<file path="config.mk">
export PLATFORM = sky130hd
export DESIGN_NAME = uart_rx_frame_writer
export DESIGN_NICKNAME = d
export VERILOG_FILES = /design/src/rtl/uart_rx_frame_writer.sv
export SDC_FILE = /design/constraint.sdc
export NUM_CORES = 1
export LEC_CHECK = 0
export CORE_MARGIN = 2
export CORE_UTILIZATION = 40
export CTS_BUF_LIST = sky130_fd_sc_hd__clkbuf_2 sky130_fd_sc_hd__clkbuf_4 sky130_fd_sc_hd__clkbuf_8
export DETAILED_ROUTE_END_ITERATION = 10
export PLACE_DENSITY = 0.54
export SYNTH_ARGS = -nofsm -noshare
export SYNTH_HDL_FRONTEND = slang
export SYNTH_SLANG_ARGS = --single-unit
</file>
<file path="constraint.sdc">
create_clock -name clk -period 3.7 [get_ports clk]
set_input_delay 0.555 -clock clk [delete_from_list [all_inputs] [get_ports clk]]
set_output_delay 0.555 -clock clk [all_outputs]
set_load 0.05 [all_outputs]
</file>
<file path="src/rtl/uart_rx_frame_writer.sv">
// rtl/uart_rx_frame_writer.sv - 8N1 UART receiver that writes one frame of bytes, in order, into a frame buffer
module uart_rx_frame_writer #(
    parameter int unsigned CLK_FREQ         = 100_000_000,
    parameter int unsigned BAUD             = 115200,
    parameter int unsigned DATA_WIDTH       = 8,
    parameter int unsigned TOTAL_BYTES      = 176*240,
    parameter int unsigned ADDR_WIDTH       = $clog2(TOTAL_BYTES),
    parameter int unsigned IDLE_TIMEOUT_CYC = CLK_FREQ/1000
) (
    input  logic                  clk,
    input  logic                  reset,
    input  logic                  rx,
    output logic [DATA_WIDTH-1:0] wData,
    output logic [ADDR_WIDTH-1:0] wAddr,
    output logic                  we,
    output logic                  frame_done,
    output logic                  frame_err,
    output logic                  busy
);

    localparam int unsigned DIV    = CLK_FREQ / (BAUD * 16);
    localparam int unsigned DIV_M1 = (DIV > 1) ? DIV - 1 : 0;
    localparam int unsigned TICK_W = (DIV > 1) ? $clog2(DIV) : 1;
    localparam int unsigned BIT_W  = (DATA_WIDTH > 1) ? $clog2(DATA_WIDTH) : 1;
    localparam int unsigned IDLE_W = $clog2(IDLE_TIMEOUT_CYC + 1);

    localparam logic [TICK_W-1:0]     TICK_LAST = TICK_W'(DIV_M1);
    localparam logic [BIT_W-1:0]      BIT_LAST  = BIT_W'(DATA_WIDTH - 1);
    localparam logic [ADDR_WIDTH-1:0] ADDR_LAST = ADDR_WIDTH'(TOTAL_BYTES - 1);
    localparam logic [IDLE_W-1:0]     IDLE_LAST = IDLE_W'(IDLE_TIMEOUT_CYC - 1);

    localparam logic [2:0] S_IDLE      = 3'd0;
    localparam logic [2:0] S_START     = 3'd1;
    localparam logic [2:0] S_DATA      = 3'd2;
    localparam logic [2:0] S_STOP      = 3'd3;
    localparam logic [2:0] S_WAIT_HIGH = 3'd4;

    logic                  rx_meta_q, rx_s_q;
    logic [TICK_W-1:0]     tick_cnt_q, tick_cnt_d;
    logic                  tick;
    logic [2:0]            state_q, state_d;
    logic [3:0]            s_cnt_q, s_cnt_d;
    logic [BIT_W-1:0]      bit_cnt_q, bit_cnt_d;
    logic [DATA_WIDTH-1:0] shift_q, shift_d;
    logic [ADDR_WIDTH-1:0] byte_cnt_q, byte_cnt_d;
    logic [IDLE_W-1:0]     idle_cnt_q, idle_cnt_d;
    logic                  we_q, we_d;
    logic [DATA_WIDTH-1:0] wdata_q, wdata_d;
    logic [ADDR_WIDTH-1:0] waddr_q, waddr_d;
    logic                  done_q, done_d;
    logic                  err_q, err_d;

    // Free-running oversample tick; never realigned to the start edge.
    assign tick       = (tick_cnt_q == TICK_LAST);
    assign tick_cnt_d = tick ? '0 : tick_cnt_q + TICK_W'(1);

    always_comb begin
        state_d    = state_q;
        s_cnt_d    = s_cnt_q;
        bit_cnt_d  = bit_cnt_q;
        shift_d    = shift_q;
        byte_cnt_d = byte_cnt_q;
        idle_cnt_d = '0;
        we_d       = 1'b0;
        wdata_d    = wdata_q;
        waddr_d    = waddr_q;
        done_d     = 1'b0;
        err_d      = 1'b0;
        case (state_q)
            S_IDLE: begin
                if (!rx_s_q) begin
                    state_d = S_START;
                    s_cnt_d = '0;
                end else if (byte_cnt_q != '0) begin
                    // Mid-frame silence: give up on the frame and start over at address 0.
                    if (idle_cnt_q == IDLE_LAST) begin
                        byte_cnt_d = '0;
                        err_d      = 1'b1;
                    end else begin
                        idle_cnt_d = idle_cnt_q + IDLE_W'(1);
                    end
                end
            end
            S_START: begin
                if (tick) begin
                    if (s_cnt_q == 4'd7) begin
                        state_d   = rx_s_q ? S_IDLE : S_DATA;
                        s_cnt_d   = '0;
                        bit_cnt_d = '0;
                    end else begin
                        s_cnt_d = s_cnt_q + 4'd1;
                    end
                end
            end
            S_DATA: begin
                if (tick) begin
                    s_cnt_d = s_cnt_q + 4'd1;
                    if (s_cnt_q == 4'd15) begin
                        shift_d[bit_cnt_q] = rx_s_q;
                        bit_cnt_d          = bit_cnt_q + BIT_W'(1);
                        if (bit_cnt_q == BIT_LAST) begin
                            state_d = S_STOP;
                        end
                    end
                end
            end
            S_STOP: begin
                if (tick) begin
                    s_cnt_d = s_cnt_q + 4'd1;
                    if (s_cnt_q == 4'd15) begin
                        s_cnt_d = '0;
                        if (rx_s_q) begin
                            // Back to IDLE at mid-stop-bit so the next start edge is never missed.
                            state_d    = S_IDLE;
                            we_d       = 1'b1;
                            wdata_d    = shift_q;
                            waddr_d    = byte_cnt_q;
                            done_d     = (byte_cnt_q == ADDR_LAST);
                            byte_cnt_d = (byte_cnt_q == ADDR_LAST) ? '0
                                                                   : byte_cnt_q + ADDR_WIDTH'(1);
                        end else begin
                            state_d = S_WAIT_HIGH;
                            err_d   = 1'b1;
                        end
                    end
                end
            end
            S_WAIT_HIGH: begin
                if (rx_s_q) begin
                    state_d = S_IDLE;
                    s_cnt_d = '0;
                end
            end
            default: begin
                state_d = S_IDLE;
                s_cnt_d = '0;
            end
        endcase
    end

    always_ff @(posedge clk or negedge reset) begin
        if (!reset) begin
            rx_meta_q  <= 1'b1;
            rx_s_q     <= 1'b1;
            tick_cnt_q <= '0;
            state_q    <= S_IDLE;
            s_cnt_q    <= '0;
            bit_cnt_q  <= '0;
            shift_q    <= '0;
            byte_cnt_q <= '0;
            idle_cnt_q <= '0;
            we_q       <= 1'b0;
            wdata_q    <= '0;
            waddr_q    <= '0;
            done_q     <= 1'b0;
            err_q      <= 1'b0;
        end else begin
            rx_meta_q  <= rx;
            rx_s_q     <= rx_meta_q;
            tick_cnt_q <= tick_cnt_d;
            state_q    <= state_d;
            s_cnt_q    <= s_cnt_d;
            bit_cnt_q  <= bit_cnt_d;
            shift_q    <= shift_d;
            byte_cnt_q <= byte_cnt_d;
            idle_cnt_q <= idle_cnt_d;
            we_q       <= we_d;
            wdata_q    <= wdata_d;
            waddr_q    <= waddr_d;
            done_q     <= done_d;
            err_q      <= err_d;
        end
    end

    assign wData      = wdata_q;
    assign wAddr      = waddr_q;
    assign we         = we_q;
    assign frame_done = done_q;
    assign frame_err  = err_q;
    assign busy       = (byte_cnt_q != '0);

endmodule
</file>
==> results of run 1 <==
-- area by class of cell --
type / count / area [um2] / area share, %
Sequential cell: 86 / 2150 / 43.7
Multi-Input combinational cell: 319 / 2010 / 40.8
Timing Repair Buffer: 32 / 313 / 6.34
Tap cell: 140 / 175 / 3.55
Clock buffer: 9 / 124 / 2.51
Clock inverter: 7 / 120 / 2.43
Inverter: 9 / 33.8 / 0.685
-- power by group through the flow --
stage                     clock (mW)  combinational, mW  sequential (mW)
after CTS                      0.830             0.0220            0.944
final                          0.808             0.0198            0.944
after detailed placement           0             0.0221            0.962
after global routing           0.877             0.0245            0.945
after global placement             0             0.0219            0.962
after floorplan                    0            0.00184            0.961
-- state kept, by name (all words and copies together), names as in the netlist --
name and count:
idle_cnt_q 17, byte_cnt_q 16, wAddr 16, shift_q 8, wData 8, tick_cnt_q 6, s_cnt_q 4, bit_cnt_q 3
state_q 3, frame_done 1, frame_err 1, rx_meta_q 1, rx_s_q 1, we 1
-- per-layer routing --
metal  vias to the layer above  track usage [%]  share of wire, %
li1                       1589                -                 -
met1                      1595             22.8                49
met2                        66             26.1                46
met3                        12             4.04               4.2
met4                         0             4.03               1.2
met5                         -                0                 0
-- worst max-delay path by stage --
stage / endpoint / slack [ns] / depth (start not counted)
final: busy / 0.86 / 5
after global routing: busy / 0.70 / 5
after CTS: busy / 0.84 / 5
after detailed placement: busy / 1.22 / 5
after global placement: busy / 1.26 / 5
after floorplan: byte_cnt_q[8]$_DFFE_PN0P_ / 1.33 / 8
-- critical path, cell delays in order, from the launching register on --
cell	delay [ns]
sky130_fd_sc_hd__dfrtp_1	0.43
sky130_fd_sc_hd__inv_1	0.09
sky130_fd_sc_hd__ha_1	0.14
sky130_fd_sc_hd__nor4b_1	0.22
sky130_fd_sc_hd__nand4_1	0.26
sky130_fd_sc_hd__clkdlybuf4s50_1	0.78
-- logic make-up (layout without fill, tap and decap cells) --
kind of cell,Yosys count,in the layout,synth area share [%]
fa+ha+maj,8,8,2.29
flops,86,86,49.3
buf+inv,34,57,4.72
simple gates,217,217,26.1
compound gates,65,65,11.2
mux,11,11,2.78
xor+xnor,18,18,3.61
-- stage by stage --
step	worst slack (ns)	cell area, um2	total power [mW]	hold slack [ns]	std cells
global placement	1.26	4690	0.984	0.347	586
CTS	0.835	4930	1.80	0.360	602
global route	0.702	4930	1.85	0.368	602
finish	0.862	4930	1.77	0.359	602
floorplan	1.33	4370	0.963	0.259	439
detailed placement	1.22	4690	0.985	0.347	586
-- cells in the final DEF, fill, tap and decap left out, drive strengths merged, types with 8 or more instances in the layout --
cell and n:
a22o 8, and3 9, clkbuf 9, clkdlybuf4s50 29
dfrtp 84, ha 8, inv 11, mux2 9
nand2 89, nand3 21, nand4 12, nor2 36
nor3 9, o21ai 13, xor2 11
==> flow_summary.toml, run 1 <==
[power_and_ir_drop]
power_density_nw_per_um2 = 359
internal_power_mw = 1.40
pwr-share-clk_pct = 45.6
power.static_leakage_nw = 2.15
netSwitchingFraction_pct = 21.2
p_comb_share_pct = 1.1
vdd.ir_drop.worst_mv = 0.170
power.net_switching_mw = 0.376
power.share.sequential_pct = 53.3

[clocking]
clk_pin_slew_worst_paths_ns = 0.09
cts_sinks = 86
cts_root_buf = "sky130_fd_sc_hd__clkbuf_8"
cts_tree = "built"
cts_repair_resize_count = 0
clk_latency_ns = 0.36
h-tree-depth = 3
cts_hold_buf = 0
cts_made_buffers = 9
clock_tree.buffer_depth = 2
post_cts_setup_buffers = 0

[floorplanning]
dieWidth_um = 109
initial_utilization_pct = 40.7
io_pins = 31
total_die_area_um2 = 11800
core_um2 = 10700
chipHeight_um = 109
std_cell_rows = 38

[layout]
fillers = 1084
utilization_pct = 45.9
finish.net_count = 468
share_of_cells_above_drive_strength_1_pct = 11.7
area_delta_synth_final_pct = 12.9
diodes = 0

[sta]
rsz0062_at_grt = "no"
achievable-frequency_mhz = 352
fin_crit_sh_pct = 76.7
timing.max_slew.rel_slack_pct = 28.8
drv_slew = 0
setup-violations-final = 0
final-hold-violation-count = 0
timing.final.crit_period_ns = 2.84
setup-tns-final_ns = 0
worst_clock_skew_on_the_final_layout_ns = 0.0137
timing_worst_slew_pin_value_ns = 1.07

[routing]
ant_nets = 0
wirelength_mm = 8.92
drt_iter0_markers = 179
routed_length_per_placed_instance_um = 14.8
total_via_count_in_the_routed_design = 3262
first_pass_iters = 4
avgViaCountPerCell = 5.42
dr_drc_count = 0

[global_route]
grt_pass1_vias = 3092
grt.overflow.total = 0
grtUsageTotal_pct = 16.5
grt_start_max_net_pins = 87
antenna_found_initial = 0
grt_pass1_wl_mm = 15.2

[yosys]
synth.net_count = 450
synth-seq-area-share_pct = 49.3
synth.cells.most_frequent = "sky130_fd_sc_hd__nand2_1, sky130_fd_sc_hd__dfrtp_1, sky130_fd_sc_hd__nor2_1, sky130_fd_sc_hd__nand3_1, sky130_fd_sc_hd__o21ai_0"
synth_top_cell_area_share_pct = 48.1
post_synth_design_cell_area_um2 = 4370
synth_area_leaders = "sky130_fd_sc_hd__dfrtp_1, sky130_fd_sc_hd__nand2_1, sky130_fd_sc_hd__nor2_1, sky130_fd_sc_hd__mux2_2, sky130_fd_sc_hd__ha_1"
synthMostInstantiatedCell = "sky130_fd_sc_hd__nand2_1"
synth_cell_types = 64
synth.ff_latch_count = 86
synth.yosys.warnings = 0
async_flop_share_pct = 100
yosysTopAreaCell = "sky130_fd_sc_hd__dfrtp_1"
postSynth.topFlopCell = "sky130_fd_sc_hd__dfrtp_1"
synth.avg_cell_area_um2 = 9.95
synthesized_instance_count = 439
number_of_flops_mapped_to_enable_cells_by_yosys = 0

[placed_design]
io_buffers = 30
replace_congestion = 0.856
place.detailed.hpwl_mm = 5.98

[worst_hold_path]
worstHoldStart = "rx_meta_q$_DFF_PN1_"
number_of_cells_traversed_by_the_worst_hold_path = 0
hold-path-endpoint = "rx_s_q$_DFF_PN1_"
min_path_type = "register to register"

[critical_path]
worstPathArrival_ns = 2.28
worstSetupStartpointType = "register"
timing.rr.end = "byte_cnt_q[11]$_DFFE_PN0P_"
worst-path-max-fanout = 6
worstPathRequired_ns = 3.14
cp-startpoint = "byte_cnt_q[0]$_DFFE_PN0P_"
crit_type = "register to output port"
reg2reg_slack_ns = 1.39
crit_path_end_kind = "output port"
worstRegToRegCells = 7
timing.rr.start = "tick_cnt_q[1]$_DFF_PN0_"

[status]
outcome = "finished, final reports clean"

[run]
max_cap_violations = 0
(Power assumes the default switching activity.)
==> inputs of run 2 (changes only) <==
Clock period 3.7 ns to 2.62 ns, I/O delays scaled along.
==> flow_summary.toml, run 2 (same netlist as run 1, synthesis figures left out) <==
[sta]
timing.max_slew.rel_slack_pct = 57.0
drv_slew = 0
whs_ns = -0.00192
timing_worst_slew_pin_value_ns = 0.638
final-hold-violation-count = 1
achievable-frequency_mhz = 411
worst_clock_skew_on_the_final_layout_ns = 0.0126
setup-tns-final_ns = 0
timing.final.crit_period_ns = 2.44
fin_crit_sh_pct = 93.0
setup-violations-final = 0
rsz0062_at_grt = "no"

[critical_path]
crit_type = "register to output port"
worstPathCellList = "inv_1, ha_1, nor4b_1, nand4_1, dlygate4sd2_1"
worstRegToRegCells = 5
cp-startpoint = "byte_cnt_q[0]$_DFFE_PN0P_"
timing.rr.start = "s_cnt_q[0]$_DFFE_PN0P_"
worst-path-max-fanout = 6
endpoint = "busy"
critical_path.slowest_cell = "sky130_fd_sc_hd__dlygate4sd2_1"
worstPathRequired_ns = 2.23
worstSetupStartpointType = "register"
reg2reg_slack_ns = 0.35
critical-path-top-delay-family = "buffers and inverters"
worstSetupPathDepth = 5
critical_path.max_stage_delay_ns = 0.50
crit_path_end_kind = "output port"
timing.rr.end = "byte_cnt_q[4]$_DFFE_PN0P_"
worstPathArrival_ns = 2.04
worstPathBufferInverterCount = 2

[layout]
diodes = 0
multi_input_comb_area_um2 = 2010
fillers = 1055
mostFrequentLayoutCells = "sky130_fd_sc_hd__nand2_1, sky130_fd_sc_hd__dfrtp_1, sky130_fd_sc_hd__nor2_1, sky130_fd_sc_hd__clkdlybuf4s50_1, sky130_fd_sc_hd__nand3_1"
largest_register_ff_count = 17
layout_commonest_cell = "sky130_fd_sc_hd__nand2_1"
regMostFlops = "idle_cnt_q"
finish.net_count = 471
area_delta_synth_final_pct = 12.2
fin_area_um2 = 4900
regArea_um2 = 2150
share_of_cells_above_drive_strength_1_pct = 12.3

[placed_design]
io_buffers = 30
replace_congestion = 0.867
post_dp_cell_area_um2 = 4720
place.detailed.hpwl_mm = 6.16

[routing]
dr_drc_count = 0
ant_nets = 0
avgViaCountPerCell = 5.31
first_pass_iters = 4
wirelength_mm = 9.15
total_via_count_in_the_routed_design = 3215
routed_length_per_placed_instance_um = 15.1
drt_iter0_markers = 127

[global_route]
grtUsageTotal_pct = 17.1
grt.overflow.total = 0
grt_pass1_wl_mm = 15.8
grt_pass1_vias = 3191
grt_start_max_net_pins = 47
antenna_found_initial = 0

[clocking]
cts_root_buf = "sky130_fd_sc_hd__clkbuf_8"
clock_tree.buffer_depth = 2
clk_pin_slew_worst_paths_ns = 0.10
post_cts_setup_buffers = 0
cts_sinks = 86
clk_latency_ns = 0.37
cts_made_buffers = 9
cts_tree = "built"
h-tree-depth = 3

[run]
max_cap_violations = 0

[floorplanning]
initial_utilization_pct = 40.7
core_um2 = 10700
dieWidth_um = 109
chipHeight_um = 109
total_die_area_um2 = 11800
io_pins = 31
std_cell_rows = 38

[status]
failed_checks = "negative hold slack"
outcome = "finished with violations"

[power_and_ir_drop]
vdd.ir_drop.worst_mv = 0.215
power_density_nw_per_um2 = 458
power.static_leakage_nw = 2.14
total_power_after_layout_mw = 2.25

[worst_hold_path]
min_path_type = "input port to asynchronous set/reset pin"
run 2: changes by cell type in the layout (fill, tap and decap cells not counted), sizes merged:
cell / change
clkdlybuf4s50: -1
clkinvlp: +1
buf: +3
bufinv: -3
dlygate4sd2: +1
clkbuf: +1
clkinv: +1
run 2: per-stage QoR:
stage                     util [%]  std cells  worst slack (ns)
after floorplan                  -        439             0.248
after global placement        44.0        589             0.361
after detailed placement      44.0        589             0.319
after CTS                     45.6        605             0.189
after global routing          45.6        605            0.0321
final                         45.6        605             0.184
run 2: final cells by class:
cell class	instances	area share, %
Sequential cell	86	44.0
Multi-Input combinational cell	319	41.1
Timing Repair Buffer	35	7.07
Tap cell	140	3.57
Clock buffer	10	2.68
Clock inverter	6	0.945
Inverter	9	0.689
run 2: how the worst min path moves through the flow:
stage                              from                  endpoint  slack [ns]  cells past startpoint
floorplan                         reset  bit_cnt_q[0]$_DFFE_PN0P_         0.1                      0
global placement    rx_meta_q$_DFF_PN1_          rx_s_q$_DFF_PN1_        0.35                      0
detailed placement  rx_meta_q$_DFF_PN1_          rx_s_q$_DFF_PN1_        0.35                      0
CTS                               reset     wAddr[15]$_DFFE_PN0P_        0.01                      1
global route                      reset     wAddr[15]$_DFFE_PN0P_        0.04                      1
finish                            reset     wAddr[15]$_DFFE_PN0P_      -0.002                      1
run 2: power breakdown:
group | internal, mW | switching [mW] | total, mW
clock | 0.362 | 0.517 | 0.879
sequential | 1.33 | 0.00136 | 1.33
combinational | 0.00706 | 0.0289 | 0.0360
total | 1.70 | 0.547 | 2.25
run 2: timing repair:
item	4_1_cts	5_1_grt
hold buffers	0	0
setup endpoints to repair	1	0
gates resized for setup	1	0
run 2: metal layers:
layer | part of all wire [%] | track usage (%) | up-vias | wire, um
li1 | - | - | 1597 | -
met1 | 49 | 23.5 | 1560 | 4520
met2 | 46 | 27.2 | 45 | 4230
met3 | 2.4 | 3.44 | 13 | 224
met4 | 1.9 | 5.59 | 0 | 178
met5 | 0 | 0 | - | 0
==> inputs of run 3 (changes only) <==
Settings changed: CAP_MARGIN from default to 20.
==> results of run 3 <==
No change in the layout: final DEF, timing and power equal those of run 2.
==> RTL change 1, RTL diff (config.mk and constraints of run 3) <==
Register the output `wAddr` once more, with the module's reset; this adds one clock of latency there. The other outputs are not delayed to match.
--- a/src/rtl/uart_rx_frame_writer.sv
+++ b/src/rtl/uart_rx_frame_writer.sv
@@ -173,7 +173,13 @@
     end
 
     assign wData      = wdata_q;
-    assign wAddr      = waddr_q;
+    always_ff @(posedge clk or negedge reset) begin
+        if (!reset) begin
+            wAddr <= '0;
+        end else begin
+            wAddr <= waddr_q;
+        end
+    end
     assign we         = we_q;
     assign frame_done = done_q;
     assign frame_err  = err_q;
Formal check against the unedited RTL: no difference found for any inputs over 10 cycles, from zero or initial values and one cycle with reset low; that may be too few to reach the edited logic, so the function may still have changed.
==> RTL change 1 against run 3 <==
Sequential cell count increased by 16. Routed wire length decreased by 6.2%. Area after synthesis increased by 4.0%. Worst setup slack improved by 0.050 ns. Final cell count decreased by 2.3%. Combinational power increased by 5.8%. Highest routed layer unchanged. Power increased by 15%. Design area increased by 5.2%. First-iteration DRC count increased by 22%. Sequential power increased by 19%.
==> RTL change 1: results (changes against run 3) <==
Status
  • Status: finished, final reports clean (was finished with violations)

Global routing
  • Met3 Use GR: 4.34% (was 3.44%)
  • Met2 Resource Use GR: 22.7% (was 27.2%)
  • Met1 GRT Util: 21.2% (was 23.5%)
  • Initial antenna violation count: 0 (unchanged)
  • First-pass GRT wire length: 15200 um (was 15800 um)
  • Largest net degree at the start of global routing: 48 (was 47)
  • Gr usage total: 15.4% (was 17.1%)
  • Vias in the first global route: 3113 (was 3191)

Place
  • HPWL after DPL: 5820 um (was 6160 um)
  • PortBufs: 30 (unchanged)
  • RePlAce Congestion: 0.861 (was 0.867)

Routing
  • Drc violations: 0 (unchanged)
  • Wire per inst: 14.5 um (was 15.1 um)
  • Drt first pass iters: 4 (unchanged)
  • 1st-iter DRT viols: 155 (was 127)
  • Vias per cell: 5.32 (was 5.31)

Pwr
  • Worst VDD drop: 0.000214 V (was 0.000215 V)
  • Lkg Pwr: 2.25 nW (was 2.14 nW)
  • Sw Ratio: 20.5% (was 24.4%)

Hold path
  • Hold Path Class: in2async (unchanged)

Yosys
  • Ys Warns: 0 (unchanged)
  • Ys flop type: dfrtp_1 (unchanged)
  • Synth cell count leaders: dfrtp_1 (100), nand2_1 (42), nor2_1 (40), nand3_1 (28), mux2_2 (27) (was nand2_1 (89), dfrtp_1 (84), nor2_1 (35), nand3_1 (20), o21ai_0 (12))
  • Syn_nets: 433 (was 450)
  • FFs w/ async S/R, synth: 100% (unchanged)
  • Distinct cells, synth: 51 (was 64)
  • Synth area leaders: dfrtp_1 (55%), mux2_2 (6.7%), nand2_1 (3.5%), nor2_1 (3.3%), nand3_1 (3.1%) (was dfrtp_1 (48%), nand2_1 (7.6%), nor2_1 (3.0%), mux2_2 (2.3%), ha_1 (2.3%))
  • Sequential share of the synthesized area: 56.2% (was 49.3%)

Critical path
  • Worst reg2reg path endpoint: byte_cnt_q[1] (was byte_cnt_q[4])
  • R2r startpoint: rx_s_q (was s_cnt_q[0])
  • Crit-path max FO: 4 (was 6)
  • CP arrival: 1.99 ns (was 2.04 ns)
  • R2r setup slk: 0.38 ns (was 0.35 ns)

Timing
  • Layout Skew: 0.00986 ns (was 0.0126 ns)
  • Worst-Margin Slew: 0.929 ns (was 0.638 ns)
  • Final hold slack: 0.0297 ns (was -0.00192 ns)

Clocking
  • H-Tree Depth: 3 (unchanged)
  • Clock slew at reported path FFs: 0.08 ns (was 0.10 ns)
  • Clock Latency Late Sink: 0.37 ns (about the same)
  • CTS Buf Count: 9 (unchanged)
  • CTS Root Cell: clkbuf_8 (unchanged)

Cells and area
  • Largest register FFs: 17 (unchanged)
  • Share of layout cells above drive strength 1: 14.2% (was 12.3%)
  • Top reg by flops: idle_cnt_q (unchanged)
  • FILL cells: 1030 (was 1055)
  • Final net count: 459 (was 471)
RTL change 1: layout make-up:
cell class	instances	share of cell area [%]
inverters	11	0.801
clock buffers	12	2.84
flip-flops and latches	102	49.6
repair buffers	37	7.01
well taps	140	3.40
multi-input cells	287	35.7
clock inverters	2	0.680
RTL change 1: cells by family after synthesis:
family | Yosys count | synth area share, %
xor+xnor | 18 | 3.47
fa+ha+maj | 8 | 2.20
mux | 29 | 7.13
compound gates | 62 | 8.76
simple gates | 170 | 18.9
flops | 102 | 56.2
buf+inv | 33 | 3.28
RTL change 1: timing repair:
action | CTS | global route
endpoints found under the setup margin | 1 | 0
gates resized for setup | 1 | 0
hold endpoints to repair | 0 | 0
RTL change 1: stage by stage:
stage          power (mW)  cell area, um^2  setup WS, ns  instances
6_report             2.57             5150         0.234        591
4_1_cts              2.62             5150         0.224        591
3_3_place_gp         1.65             4970         0.351        577
3_5_place_dp         1.65             4970         0.355        577
2_1_floorplan        1.61             4540         0.255        422
5_1_grt              2.69             5150         0.148        591
RTL change 1: how the worst max path moves through the flow:
stage,from,end,slack (ns),cells after the start
3_5_place_dp,byte_cnt_q[0],busy,0.36,5
4_1_cts,byte_cnt_q[0],busy,0.22,5
3_3_place_gp,byte_cnt_q[10],busy,0.35,3
6_report,byte_cnt_q[0],busy,0.23,5
2_1_floorplan,byte_cnt_q[0],idle_cnt_q[10],0.26,8
5_1_grt,byte_cnt_q[0],busy,0.15,5
RTL change 1: worst max-delay path, cell delays in order (launching register included):
cell and delay, ns:
dfrtp_1 0.41, inv_1 0.11, ha_1 0.14, nor4b_1 0.23, nand4_1 0.24, dlygate4sd2_1 0.49
RTL change 1: power groups by stage:
| stage | logic (mW) | clock network [mW] | registers (mW) |
|---|---|---|---|
| after global placement | 0.0400 | 0 | 1.61 |
| after floorplan | 0.00235 | 0 | 1.61 |
| after CTS | 0.0409 | 1.00 | 1.58 |
| after global routing | 0.0454 | 1.07 | 1.58 |
| after detailed placement | 0.0407 | 0 | 1.61 |
| final | 0.0381 | 0.956 | 1.58 |
RTL change 1: layer usage:
layer / wire length [um] / vias up
met3: 349 / 14
li1: - / 1525
met1: 4220 / 1543
met2: 3840 / 61
met4: 171 / 0
met5: 0 / -
==> RTL change 2, RTL diff (config.mk and constraints of run 3) <==
Made on the original files. `CLK_FREQ`: 100_000_000 -> 50_000_000.
--- a/src/rtl/uart_rx_frame_writer.sv
+++ b/src/rtl/uart_rx_frame_writer.sv
@@ -1,6 +1,6 @@
 // rtl/uart_rx_frame_writer.sv - 8N1 UART receiver that writes one frame of bytes, in order, into a frame buffer
 module uart_rx_frame_writer #(
-    parameter int unsigned CLK_FREQ         = 100_000_000,
+    parameter int unsigned CLK_FREQ         = 50_000_000,
     parameter int unsigned BAUD             = 115200,
     parameter int unsigned DATA_WIDTH       = 8,
     parameter int unsigned TOTAL_BYTES      = 176*240,
Formal check against the unedited RTL: same outputs for any inputs over 10 cycles, from zero or initial values and one cycle with reset low; that may be too few to reach the edited logic, so the function may still have changed.
==> RTL change 2 against run 3 <==
Routed wire length down 13%. Register-to-register slack got worse by 0.04 ns. Area after synthesis decreased by 8.4%. Design area shrank 5.0%. Clock power is 1% higher. Worst setup slack better by 0.048 ns. Sequential cell count decreased by 2. First-iteration DRC count up 10%. Final cell count down 3.0%. Power decreased by 0.97%. Worst hold slack improved by 0.018 ns.
==> RTL change 2: results (changes against run 3) <==
Status
  • Status: finished, final reports clean (was finished with violations)

Routing
  • Wire per inst: 13.6 um (was 15.1 um)
  • 1st-iter DRT viols: 140 (was 127)
  • Total number of vias: 2961 (was 3215)
  • Vias per cell: 5.04 (was 5.31)
  • Drt first pass iters: 4 (unchanged)
  • Drc violations: 0 (unchanged)

Clocking
  • Clock slew at reported path FFs: 0.08 ns (was 0.10 ns)
  • CTS Root Cell: clkbuf_8 (unchanged)
  • Clock Latency Late Sink: 0.35 ns (was 0.37 ns)
  • Clock tree buffer depth: 2 (unchanged)
  • H-Tree Depth: 3 (unchanged)
  • CTS Buf Count: 9 (unchanged)
  • Post-CTS setup buffer count: 0 (unchanged)

Yosys
  • Syn_nets: 429 (was 450)
  • Ys Warns: 0 (unchanged)
  • FFs w/ async S/R, synth: 100% (unchanged)
  • Distinct cells, synth: 49 (was 64)
  • Synth area leaders: dfrtp_1 (51%), nand2_1 (8.0%), nor2_1 (3.4%), o21ai_0 (3.0%), nand3_1 (2.6%) (was dfrtp_1 (48%), nand2_1 (7.6%), nor2_1 (3.0%), mux2_2 (2.3%), ha_1 (2.3%))
  • Syn Area/Cell: 9.58 um^2 (was 9.95 um^2)
  • Synth cell count leaders: nand2_1 (85), dfrtp_1 (82), nor2_1 (36), o21ai_0 (24), nand3_1 (21) (was nand2_1 (89), dfrtp_1 (84), nor2_1 (35), nand3_1 (20), o21ai_0 (12))
  • Ys flop type: dfrtp_1 (unchanged)
  • Sequential share of the synthesized area: 52.6% (was 49.3%)

Global routing
  • First-pass GRT wire length: 13900 um (was 15800 um)
  • Gr usage total: 16.0% (was 17.1%)
  • Vias in the first global route: 2877 (was 3191)
  • Largest net degree at the start of global routing: 47 (unchanged)
  • Overflow after GRT: 0 (unchanged)
  • Initial antenna violation count: 0 (unchanged)

Critical path
  • Worst EP required: 2.23 ns (about the same)
  • R2r startpoint: tick_cnt_q[0] (was s_cnt_q[0])
  • Crit-path slowest cell: dlygate4sd2_1 (unchanged)
  • Crit-path max FO: 5 (was 6)
  • Crit path launch: byte_cnt_q[0] (unchanged)

Pwr
  • Lkg Pwr: 2.06 nW (was 2.14 nW)
  • Flop+latch power: 1.30 mW
  • Internal: 1.75 mW (was 1.70 mW)
  • Worst VDD drop: 0.000202 V (was 0.000215 V)
  • Comb. pwr: 0.0320 mW (was 0.0360 mW)
  • Sw Ratio: 21.1% (was 24.4%)

Cells and area
  • Ant diodes: 0 (unchanged)
  • Final net count: 462 (was 471)
  • Share of layout cells above drive strength 1: 10.6% (was 12.3%)

Place
  • Placed instance area: 4470 um^2 (was 4720 um^2)
  • Placed insts: 573 (was 589)
  • Post-placement setup slack: 0.243 ns (was 0.319 ns)
  • RePlAce Congestion: 0.839 (was 0.867)
  • PortBufs: 30 (unchanged)
  • HPWL after DPL: 5460 um (was 6160 um)

Timing
  • Worst-Margin Slew: 0.634 ns (was 0.638 ns)
  • Layout Skew: 0.00952 ns (was 0.0126 ns)
  • # setup viols final: 0 (unchanged)

Hold path
  • Hold Path Class: in2async (unchanged)
RTL change 2: cell count changes after synthesis, sizes merged, moves of 4 or more:
cell	before	now
o22ai	4	0
nand4	12	7
a21oi	4	9
a2111oi	6	0
nand2	89	85
buf	17	4
clkbuf	8	17
o21ai	13	25
a22o	8	3
RTL change 2: cell type report:
| type | count | area [um^2] |
|---|---|---|
| fillers | 979 | 5070 |
| clock inverters | 3 | 40.0 |
| clock buffers | 11 | 139 |
| repair buffers | 43 | 407 |
| multi-input cells | 300 | 1750 |
| inverters | 13 | 53.8 |
| flip-flops and latches | 84 | 2100 |
| well taps | 133 | 166 |
RTL change 2: path summary, 6_finish.rpt:
check,to,slack (ns),cells after the start
worst max-delay path,busy,0.23,5
worst min-delay path,wAddr[2],0.02,1
worst max register to register,byte_cnt_q[12],0.31,9
worst min register to register,rx_s_q,0.36,0
max in group asynchronous,s_cnt_q[2],1.99,2
min in group clk,rx_s_q,0.36,0
RTL change 2: cells by family after synthesis:
family	count (synthesis)	synth area share, %
adders and majority gates	8	2.50
buffers and inverters	34	3.91
DFF	84	52.6
AOI/OAI and AO/OA	59	9.22
and+or+nand+nor	208	25.8
muxes	9	2.47
xor gates and xnor gates	16	3.50
RTL change 2: critical path: cells and delay by family (launching register included):
family / cells / cell delay, ns
simple gates: 2 / 0.48
flops: 1 / 0.42
buf+inv: 2 / 0.58
fa+ha+maj: 1 / 0.16
RTL change 2: routing by layer:
| metal | track usage, % | share of wire (%) |
|---|---|---|
| met1 | 22.7 | 51 |
| met2 | 24.2 | 44 |
| met3 | 3.26 | 3.3 |
| met4 | 5.89 | 1.4 |
| met5 | 0 | 0 |
RTL change 2: what timing repair did:
action,4_1_cts,5_1_grt
endpoints found under the hold margin,0,0
gates resized for setup,1,1
setup endpoints to repair,1,1
